File: src/rtl/spi_command_controller.sv
// rtl/spi_command_controller.sv - SPI command decoder streaming RX FIFO frames to the host and collecting TX words
module spi_command_controller #(
  parameter int DATA_WIDTH = 10
) (
  input  logic                  clk,
  input  logic                  reset_n,
  input  logic                  spi_cs,
  input  logic [7:0]            spi_rx_data,
  input  logic                  spi_rx_strobe,
  output logic [7:0]            spi_tx_data,
  input  logic                  rx_active,
  input  logic                  rx_error,
  input  logic [DATA_WIDTH-1:0] rx_data,
  input  logic                  rx_empty,
  input  logic                  rx_full,
  output logic                  rx_read,
  output logic [DATA_WIDTH-1:0] tx_data,
  output logic                  tx_push,
  input  logic                  tx_full,
  output logic                  soft_reset
);

  localparam int NB = (DATA_WIDTH + 2 + 7) / 8;
  localparam int FW = 8 * NB;
  localparam logic [2:0] LAST = 3'(NB - 1);

  typedef enum logic [2:0] {
    IDLE, STATUS, RX_FETCH, RX_SEND, TX_COLLECT, DISCARD
  } state_t;

  state_t            state, state_nxt;
  logic [2:0]        idx, idx_nxt;
  logic [FW-1:0]     frame, frame_nxt;
  logic [FW-1:0]     asm_word, asm_nxt, asm_shift;
  logic              sticky_rx_err, sticky_rx_err_nxt;
  logic              sticky_tx_ovf, sticky_tx_ovf_nxt;
  logic [7:0]        spi_tx_data_nxt;
  logic              rx_read_nxt, tx_push_nxt, soft_reset_nxt;
  logic [DATA_WIDTH-1:0] tx_data_nxt;
  logic [7:0]        status_byte;

  // Byte i of a frame, counted from the most significant end.
  function automatic logic [7:0] frame_byte(input logic [FW-1:0] f, input logic [2:0] i);
    logic [FW-1:0] sh;
    sh = f << (8 * int'(i));
    return sh[FW-1 -: 8];
  endfunction

  always_comb begin
    asm_shift   = FW'({asm_word, spi_rx_data});
    status_byte = {rx_active, rx_empty, rx_full, tx_full, sticky_rx_err, sticky_tx_ovf, 2'b00};
  end

  always_comb begin
    state_nxt         = state;
    idx_nxt           = idx;
    frame_nxt         = frame;
    asm_nxt           = asm_word;
    spi_tx_data_nxt   = spi_tx_data;
    rx_read_nxt       = 1'b0;
    tx_push_nxt       = 1'b0;
    soft_reset_nxt    = 1'b0;
    tx_data_nxt       = tx_data;
    sticky_rx_err_nxt = sticky_rx_err | rx_error;
    sticky_tx_ovf_nxt = sticky_tx_ovf;

    if (spi_cs) begin
      // Deselect abandons any partial word or unsent frame, including a strobe on the same cycle.
      state_nxt       = IDLE;
      idx_nxt         = 3'd0;
      spi_tx_data_nxt = 8'h00;
    end else begin
      case (state)
        IDLE: begin
          spi_tx_data_nxt = 8'h00;
          idx_nxt         = 3'd0;
          if (spi_rx_strobe) begin
            case (spi_rx_data)
              8'h01: state_nxt = STATUS;
              8'h04: state_nxt = TX_COLLECT;
              8'h05: begin
                state_nxt   = RX_FETCH;
                rx_read_nxt = !rx_empty;
              end
              8'h06: begin
                soft_reset_nxt = 1'b1;
                state_nxt      = DISCARD;
              end
              default: state_nxt = DISCARD;
            endcase
          end
        end
        RX_FETCH: begin
          // rx_read is high this cycle exactly when a word was available; the head is still valid.
          frame_nxt = '0;
          if (rx_read) frame_nxt[DATA_WIDTH-1:0] = rx_data;
          else         frame_nxt[FW-1] = 1'b1;
          frame_nxt[FW-2] = rx_error;
          spi_tx_data_nxt = frame_byte(frame_nxt, 3'd0);
          idx_nxt         = 3'd0;
          state_nxt       = RX_SEND;
        end
        RX_SEND: begin
          if (spi_rx_strobe) begin
            if (idx == LAST) begin
              idx_nxt     = 3'd0;
              state_nxt   = RX_FETCH;
              rx_read_nxt = !rx_empty;
            end else begin
              idx_nxt         = idx + 3'd1;
              spi_tx_data_nxt = frame_byte(frame, idx + 3'd1);
            end
          end
        end
        STATUS: begin
          spi_tx_data_nxt = status_byte;
          if (spi_rx_strobe) begin
            sticky_rx_err_nxt = rx_error;
            sticky_tx_ovf_nxt = 1'b0;
            spi_tx_data_nxt   = 8'h00;
            state_nxt         = DISCARD;
          end
        end
        TX_COLLECT: begin
          spi_tx_data_nxt = 8'h00;
          if (spi_rx_strobe) begin
            asm_nxt = asm_shift;
            if (idx == LAST) begin
              idx_nxt     = 3'd0;
              tx_data_nxt = asm_shift[DATA_WIDTH-1:0];
              if (!tx_full) tx_push_nxt       = 1'b1;
              else          sticky_tx_ovf_nxt = 1'b1;
            end else begin
              idx_nxt = idx + 3'd1;
            end
          end
        end
        default: spi_tx_data_nxt = 8'h00;
      endcase
    end
  end

  always_ff @(posedge clk or negedge reset_n) begin
    if (!reset_n) begin
      state         <= IDLE;
      idx           <= 3'd0;
      frame         <= '0;
      asm_word      <= '0;
      sticky_rx_err <= 1'b0;
      sticky_tx_ovf <= 1'b0;
      spi_tx_data   <= 8'h00;
      rx_read       <= 1'b0;
      tx_push       <= 1'b0;
      tx_data       <= '0;
      soft_reset    <= 1'b0;
    end else begin
      state         <= state_nxt;
      idx           <= idx_nxt;
      frame         <= frame_nxt;
      asm_word      <= asm_nxt;
      sticky_rx_err <= sticky_rx_err_nxt;
      sticky_tx_ovf <= sticky_tx_ovf_nxt;
      spi_tx_data   <= spi_tx_data_nxt;
      rx_read       <= rx_read_nxt;
      tx_push       <= tx_push_nxt;
      tx_data       <= tx_data_nxt;
      soft_reset    <= soft_reset_nxt;
    end
  end

endmodule

File: config.mk
export PLATFORM = sky130hd
export DESIGN_NAME = spi_command_controller
export DESIGN_NICKNAME = d
export VERILOG_FILES = /design/src/rtl/spi_command_controller.sv
export SDC_FILE = /design/constraint.sdc
export NUM_CORES = 1
export LEC_CHECK = 0
export ABC_AREA = 1
export CAP_MARGIN = 20
export CORE_MARGIN = 1.5
export CORE_UTILIZATION = 54
export CTS_CLUSTER_DIAMETER = 150
export CTS_CLUSTER_SIZE = 25
export DETAILED_ROUTE_END_ITERATION = 10
export GPL_TIMING_DRIVEN = 0
export PLACE_DENSITY = 0.84
export SYNTH_ARGS = -nofsm -noshare
export SYNTH_HDL_FRONTEND = slang
export SYNTH_SLANG_ARGS = --single-unit
File: constraint.sdc
create_clock -name clk -period 2.44 [get_ports clk]
set_input_delay 0.366 -clock clk [delete_from_list [all_inputs] [get_ports clk]]
set_output_delay 0.366 -clock clk [all_outputs]
set_load 0.02 [all_outputs]
==> results of run 1 <==
-- cell families after synthesis --
group | count (synthesis)
AOI/OAI and AO/OA | 36
and+or+nand+nor | 169
buffers and inverters | 36
xor gates and xnor gates | 2
DFF | 43
adders and majority gates | 2
-- metrics by stage --
stage               instance area [µm²]  std cells  setup slack [ps]  util [%]
finish                             2900        394               673      72.5
global route                       2900        394               609      72.5
CTS                                2900        394               675      72.5
detailed placement                 2790        386               469      69.7
global placement                   2770        385             -84.9      69.3
floorplan                          2240        288              1170         -
-- cell type report --
cell class | instances | area share (%)
Clock inverter | 1 | 1.04
Multi-Input combinational cell | 209 | 34.5
Timing Repair Buffer | 49 | 17.1
Inverter | 30 | 3.88
Buffer | 6 | 1.73
Clock buffer | 6 | 2.50
Tap cell | 50 | 2.16
Sequential cell | 43 | 37.1
-- placed cells by master, fill, tap and decap left out, types with 2 or more instances in the layout --
| cell type | count |
|---|---|
| nor2_1 | 21 |
| clkbuf_1 | 2 |
| nand3_1 | 35 |
| buf_6 | 3 |
| clkbuf_8 | 5 |
| nor2_4 | 4 |
| buf_2 | 2 |
| inv_2 | 5 |
| o21ai_2 | 10 |
| ha_1 | 2 |
| nand2_2 | 2 |
| clkdlybuf4s50_1 | 46 |
| o21ai_0 | 17 |
| nor2_2 | 2 |
| nand2_1 | 102 |
| inv_1 | 25 |
| dfrtp_1 | 43 |
| o21ai_1 | 5 |
-- registers in the layout (all words and copies together) (netlist names) --
name,cells
soft_reset,1
idx,3
state,3
tx_data,10
spi_tx_data,8
sticky_tx_ovf,1
tx_push,1
rx_read,1
asm_word,2
sticky_rx_err,1
frame,12
-- synth_stat cells (all sizes together) --
cell	count	area share, %
a21oi	2	0.61
buf	5	2.1
clkbuf	1	0.17
dfrtp	43	48
ha	2	1.1
inv	30	5.0
nand2	105	18
nand3	35	7.8
nand3b	1	0.34
nor2	27	6.1
nor3	1	0.22
o211ai	1	0.34
o21a	1	0.34
o21ai	32	8.8
xnor2	1	0.39
xor2	1	0.39
-- power breakdown --
group	leakage, µW	internal, µW	switching [µW]
logic	0.000822	233	319
clock network	0.0000513	300	234
registers	0.000576	836	60.2
-- worst max-delay path by stage --
stage | endpoint | from | slack, ps
global placement | frame[6]$_DFFE_PN0P_ | reset_n | -80
global route | rx_read | rx_read$_DFF_PN0_ | 610
floorplan | spi_tx_data[2]$_DFFE_PN0P_ | idx[0]$_DFFE_PN0P_ | 1170
finish | rx_read | rx_read$_DFF_PN0_ | 670
CTS | rx_read | rx_read$_DFF_PN0_ | 670
detailed placement | spi_tx_data[1]$_DFFE_PN0P_ | spi_cs | 470
-- routing by layer --
metal	vias up	track usage [%]
met5	-	0
met4	0	9.95
met3	7	5.50
met2	59	42.1
met1	944	33.4
li1	1026	-
==> metrics.txt, run 1 <==
Hold Fails Final Rpt 0; flops & latches, synth 43; worst slew pin tran roughly 430 ps; critical path fanouts, max 6; Setup Skew a little under 9 ps; post-synthesis cell type count 26; largest family of logic cells by synthesized area simple AND/OR/NAND/NOR gates; CTS tree yes; Synth-to-Final Area Change 29.5%; Top Ports 48; mux cell area share after synthesis 0%; Post-Synthesis Cells between 200 and 300; RSZ-0062 raised after global routing false; Post-Route M1 WL 2.30 mm; VDD IR-drop max about 0.41 mV; Fmax approximately 0.57 GHz; CTS Sinks 43; post-detail-place hpwl a little under 4 mm; Post-DRT Antenna Nets 0; Starting Density 56.0%; largest net degree at the start of global routing 32; layout cell share with drive strength beyond 1 ~11%; DR WL met3 269 µm; Seq/Total Area, Yosys 48.1%; nets roughly 370; critical setup path kind register to primary output; R2R setup slack about 920 ps; syn nets about 320; Worst-Skew Late Latency 300 ps; Post-Synth Simple-Gate Area between 30% and 40%; FP Rows 23; status finished, final reports clean; Slew Viols, Final 0; diode count 0; Worst Path Arrival 1400 ps; Hold EP spi_tx_data[2]$_DFFE_PN0P_; worst hold slack just under 500 ps; Hold Crit Class register to register; Hold Path Stages 2; fill count between 300 and 400; Setup Viol. Count Final 0; vias in the first global route between 1.5k and 2k; relative slew slack between 70% and 80%; RR Startpoint idx[1]$_DFFE_PN0P_; register area roughly 1100 µm²; Resized Gates After CTS 0; top routing layer used met4; Die W just under 70 µm; max cap viols 0; die outline height between 60 and 70 µm; slowest cell on the critical path clkdlybuf4s50_1; Synthesis Warnings 0; synthesized cell area 2240 µm²; area share of fa/ha/maj cells after synthesis 1.12%; clock tree buffer depth 2; Worst Reg2Reg Path Length in Cells 8; GRT Total Usage ~26%; 1st-pass router iterations 5; Via Count around 2k; syn avg cell area ~8 µm²; Crit Reg-Reg Endpoint spi_tx_data[3]$_DFFE_PN0P_; delay-heaviest family, CP buffers and inverters; Worst Min Path Start spi_tx_data[2]$_DFFE_PN0P_; slowest stage delay, CP 640 ps; root buf cell clkbuf_8; setup TNS 0 ps; Post-CTS Setup Inserts 0; startpoint types register; Lkg Pwr between 0.001 and 0.0015 µW; Tot Pwr roughly 2000 µW; Setup crit end kind primary output; die area between 4000 and 5000 µm²; CP bufs+invs 1; htree depth 2; core box area ~4000 µm²; Final Cycle Share between 70% and 80%; Clk pin slew, worst setup/hold paths 80 ps; Wirelength per Cell around 13 µm; crit-path cells clkdlybuf4s50_1; remaining global-route overflow 0; DRT Wirelength 5.13 mm; initial antenna violation count 0; DRT iter0 DRCs roughly 190; power density over cell area roughly 700 nW/µm²; WP depth 1; vias per cell 5.17; routed wire length on met2 about 2.5 mm; XOR/XNOR Fraction of Synth Area 0.783%; Tmin final approximately 1800 ps; CTS Buf Count 5; DRC 0; Multi-input gate area about 1000 µm²; Port Buffer Count 47; Compound-Gate Fraction of Synth Area roughly a tenth; CP Data Required Time between 2000 and 2500 ps; first-pass GRT wire length around 8.6 mm; Placer Congestion a little under 0.9; Post-CTS Hold Fix Bufs 1
(Power assumes the default switching activity.)
==> inputs of run 2 (changes only) <==
--- a/config.mk
+++ b/config.mk
@@ -8,12 +8,12 @@
 export ABC_AREA = 1
 export CAP_MARGIN = 20
 export CORE_MARGIN = 1.5
-export CORE_UTILIZATION = 54
+export CORE_UTILIZATION = 51
 export CTS_CLUSTER_DIAMETER = 150
 export CTS_CLUSTER_SIZE = 25
 export DETAILED_ROUTE_END_ITERATION = 10
 export GPL_TIMING_DRIVEN = 0
-export PLACE_DENSITY = 0.84
+export PLACE_DENSITY = 0.8
 export SYNTH_ARGS = -nofsm -noshare
 export SYNTH_HDL_FRONTEND = slang
 export SYNTH_SLANG_ARGS = --single-unit
==> constraint.sdc (replaced) <==
create_clock -name clk -period 1.83 [get_ports clk]
set_input_delay 0.2745 -clock clk [delete_from_list [all_inputs] [get_ports clk]]
set_output_delay 0.2745 -clock clk [all_outputs]
set_load 0.02 [all_outputs]
==> metrics.txt, run 2 (synthesis results as in run 1) <==
status finished, final reports clean; Hold Fails Final Rpt 0 (unchanged); RR Startpoint idx[0]$_DFFE_PN0P_; largest net degree at the start of global routing 30 (-6.3%); vias per cell 5.02 (-2.9%); worst hold slack 402 ps (-79.6 ps); clock tree buffer depth 2 (unchanged); setup TNS 0 ps (unchanged); core box area 4120 µm² (+2.9%); critical path fanouts, max 6 (unchanged); Lkg Pwr 0.00145 µW (about the same); Starting Density 54.4% (-1.6 points); vias in the first global route 1,805 (-4.0%); Final Cycle Share ~90%; Crit Reg-Reg Endpoint spi_tx_data[3]$_DFFE_PN0P_; CTS Sinks 43 (unchanged); Setup Viol. Count Final 0 (unchanged); RSZ-0062 raised after global routing false; first-pass GRT wire length 8.52 mm (-0.41%); Via Count 1,982 (-2.7%); htree depth 2 (unchanged); GRT Total Usage 22.2% (-3.4 points); Tmin final 1670 ps; diode count 0 (unchanged); crit-path cells clkdlybuf4s50_1; Wirelength per Cell 12.3 µm (-5.4%); Top Ports 48 (unchanged); Hold Crit Class input port to asynchronous set/reset pin; Setup crit end kind primary output; Worst Path Arrival 1400 ps (about the same); placed inst area 2790 µm² (unchanged); startpoint types register; DRT iter0 DRCs 127 (-32%); post-detail-place hpwl 3.65 mm (-5.4%); Synth-to-Final Area Change 29.6% (about the same); slowest stage delay, CP 640 ps (about the same); 1st-pass router iterations 5 (unchanged); post-route insts no fill 395 (+0.25%); design area 2900 µm² (about the same); VDD IR-drop max 0.474 mV (+16%); remaining global-route overflow 0 (unchanged); slowest cell on the critical path clkdlybuf4s50_1; power density over cell area 890 nW/µm² (+30%); CTS Buf Count 5 (unchanged); FP Rows 23 (unchanged); setup ws final 157 ps (-516 ps); Cells after DPL 386 (unchanged); Most flops, register frame; initial antenna violation count 0 (unchanged); DRC 0 (unchanged); CP bufs+invs 1 (unchanged); Die W 69.3 µm (+2.8%); R2R setup slack 350 ps (-570 ps); Placer Congestion 0.854 (-1.8%); critical setup path kind register to primary output; commonest non-fill, non-tap cell in the layout nand2_1; Port Buffer Count 47 (unchanged); Clk pin slew, worst setup/hold paths 80 ps (about the same); Resized Gates After CTS 0 (unchanged); die outline height 69.3 µm (+2.8%); DRT Wirelength 4.86 mm (-5.1%); most frequent cells in the layout nand2_1 (102), clkdlybuf4s50_1 (46), dfrtp_1 (43); Post-DRT Antenna Nets 0 (unchanged); layout cell share with drive strength beyond 1 11.6% (+0.55 points); die area 4800 µm² (+5.6%); CP Data Required Time 1560 ps (-510 ps); Fmax 0.598 GHz; Worst-Skew Late Latency 300 ps (about the same); nets 373 (unchanged); max cap viols 0 (unchanged); max FFs per register 12 (unchanged); Worst Reg2Reg Path Length in Cells 7 (-1); Slew Viols, Final 0 (unchanged); delay-heaviest family, CP buffers and inverters; Setup WS pre-CTS -78.0 ps (-547 ps); top flop regs frame x12, tx_data x10, spi_tx_data x8; root buf cell clkbuf_8; relative slew slack 71.1% (-0.13 points); Setup Skew 10.7 ps (+1.94 ps); CTS tree yes; worst slew pin tran 432 ps (+1.93 ps)
[run 2: cell count changes in the layout (fill, tap and decap cells not counted), sizes merged]
cell / before / now
bufinv: 1 / 0
clkbuf: 7 / 8
clkinvlp: 0 / 1
[run 2: worst max path at each step]
stage                       startpoint                          to  slack, ps  cells after the start
floorplan           idx[0]$_DFFE_PN0P_  spi_tx_data[2]$_DFFE_PN0P_        560                      7
global placement               reset_n        frame[1]$_DFFE_PN0P_       -600                      1
detailed placement              spi_cs  spi_tx_data[0]$_DFFE_PN0P_        -80                      6
CTS                  rx_read$_DFF_PN0_                     rx_read        140                      1
global route         rx_read$_DFF_PN0_                     rx_read         90                      1
finish               rx_read$_DFF_PN0_                     rx_read        160                      1
[run 2: where the power goes]
part | switching [µW] | internal, µW | total, µW
Sequential | 79.1 | 1110 | 1190
Combinational | 409 | 310 | 719
Clock | 326 | 343 | 669
[run 2: per-stage QoR]
stage	total power, µW	utilization [%]
5_1_grt	2770	70.5
6_report	2580	70.5
2_1_floorplan	1630	-
3_5_place_dp	1930	67.7
3_3_place_gp	1910	67.3
4_1_cts	2610	70.5
[run 2: timing repair]
action	4_1_cts	5_1_grt
buffers inserted	0	0
hold buffers	1	0
endpoints found under the hold margin	14	0
[run 2: routing by layer]
layer	track usage, %	routed length, µm	vias up
li1	-	-	1027
met1	32.3	2410	891
met2	32.2	2100	55
met3	5.81	268	9
met4	8.06	90	0
met5	0	0	-
[run 2: cell type report]
class,count,area (µm²)
fill,328,1210
sequential,43,1080
multi-input combinational,209,1000
timing repair buffer,49,495
inverter,30,113
clock buffer,7,96.3
tap,50,62.6
buffer,6,50.0
clock inverter,1,7.51
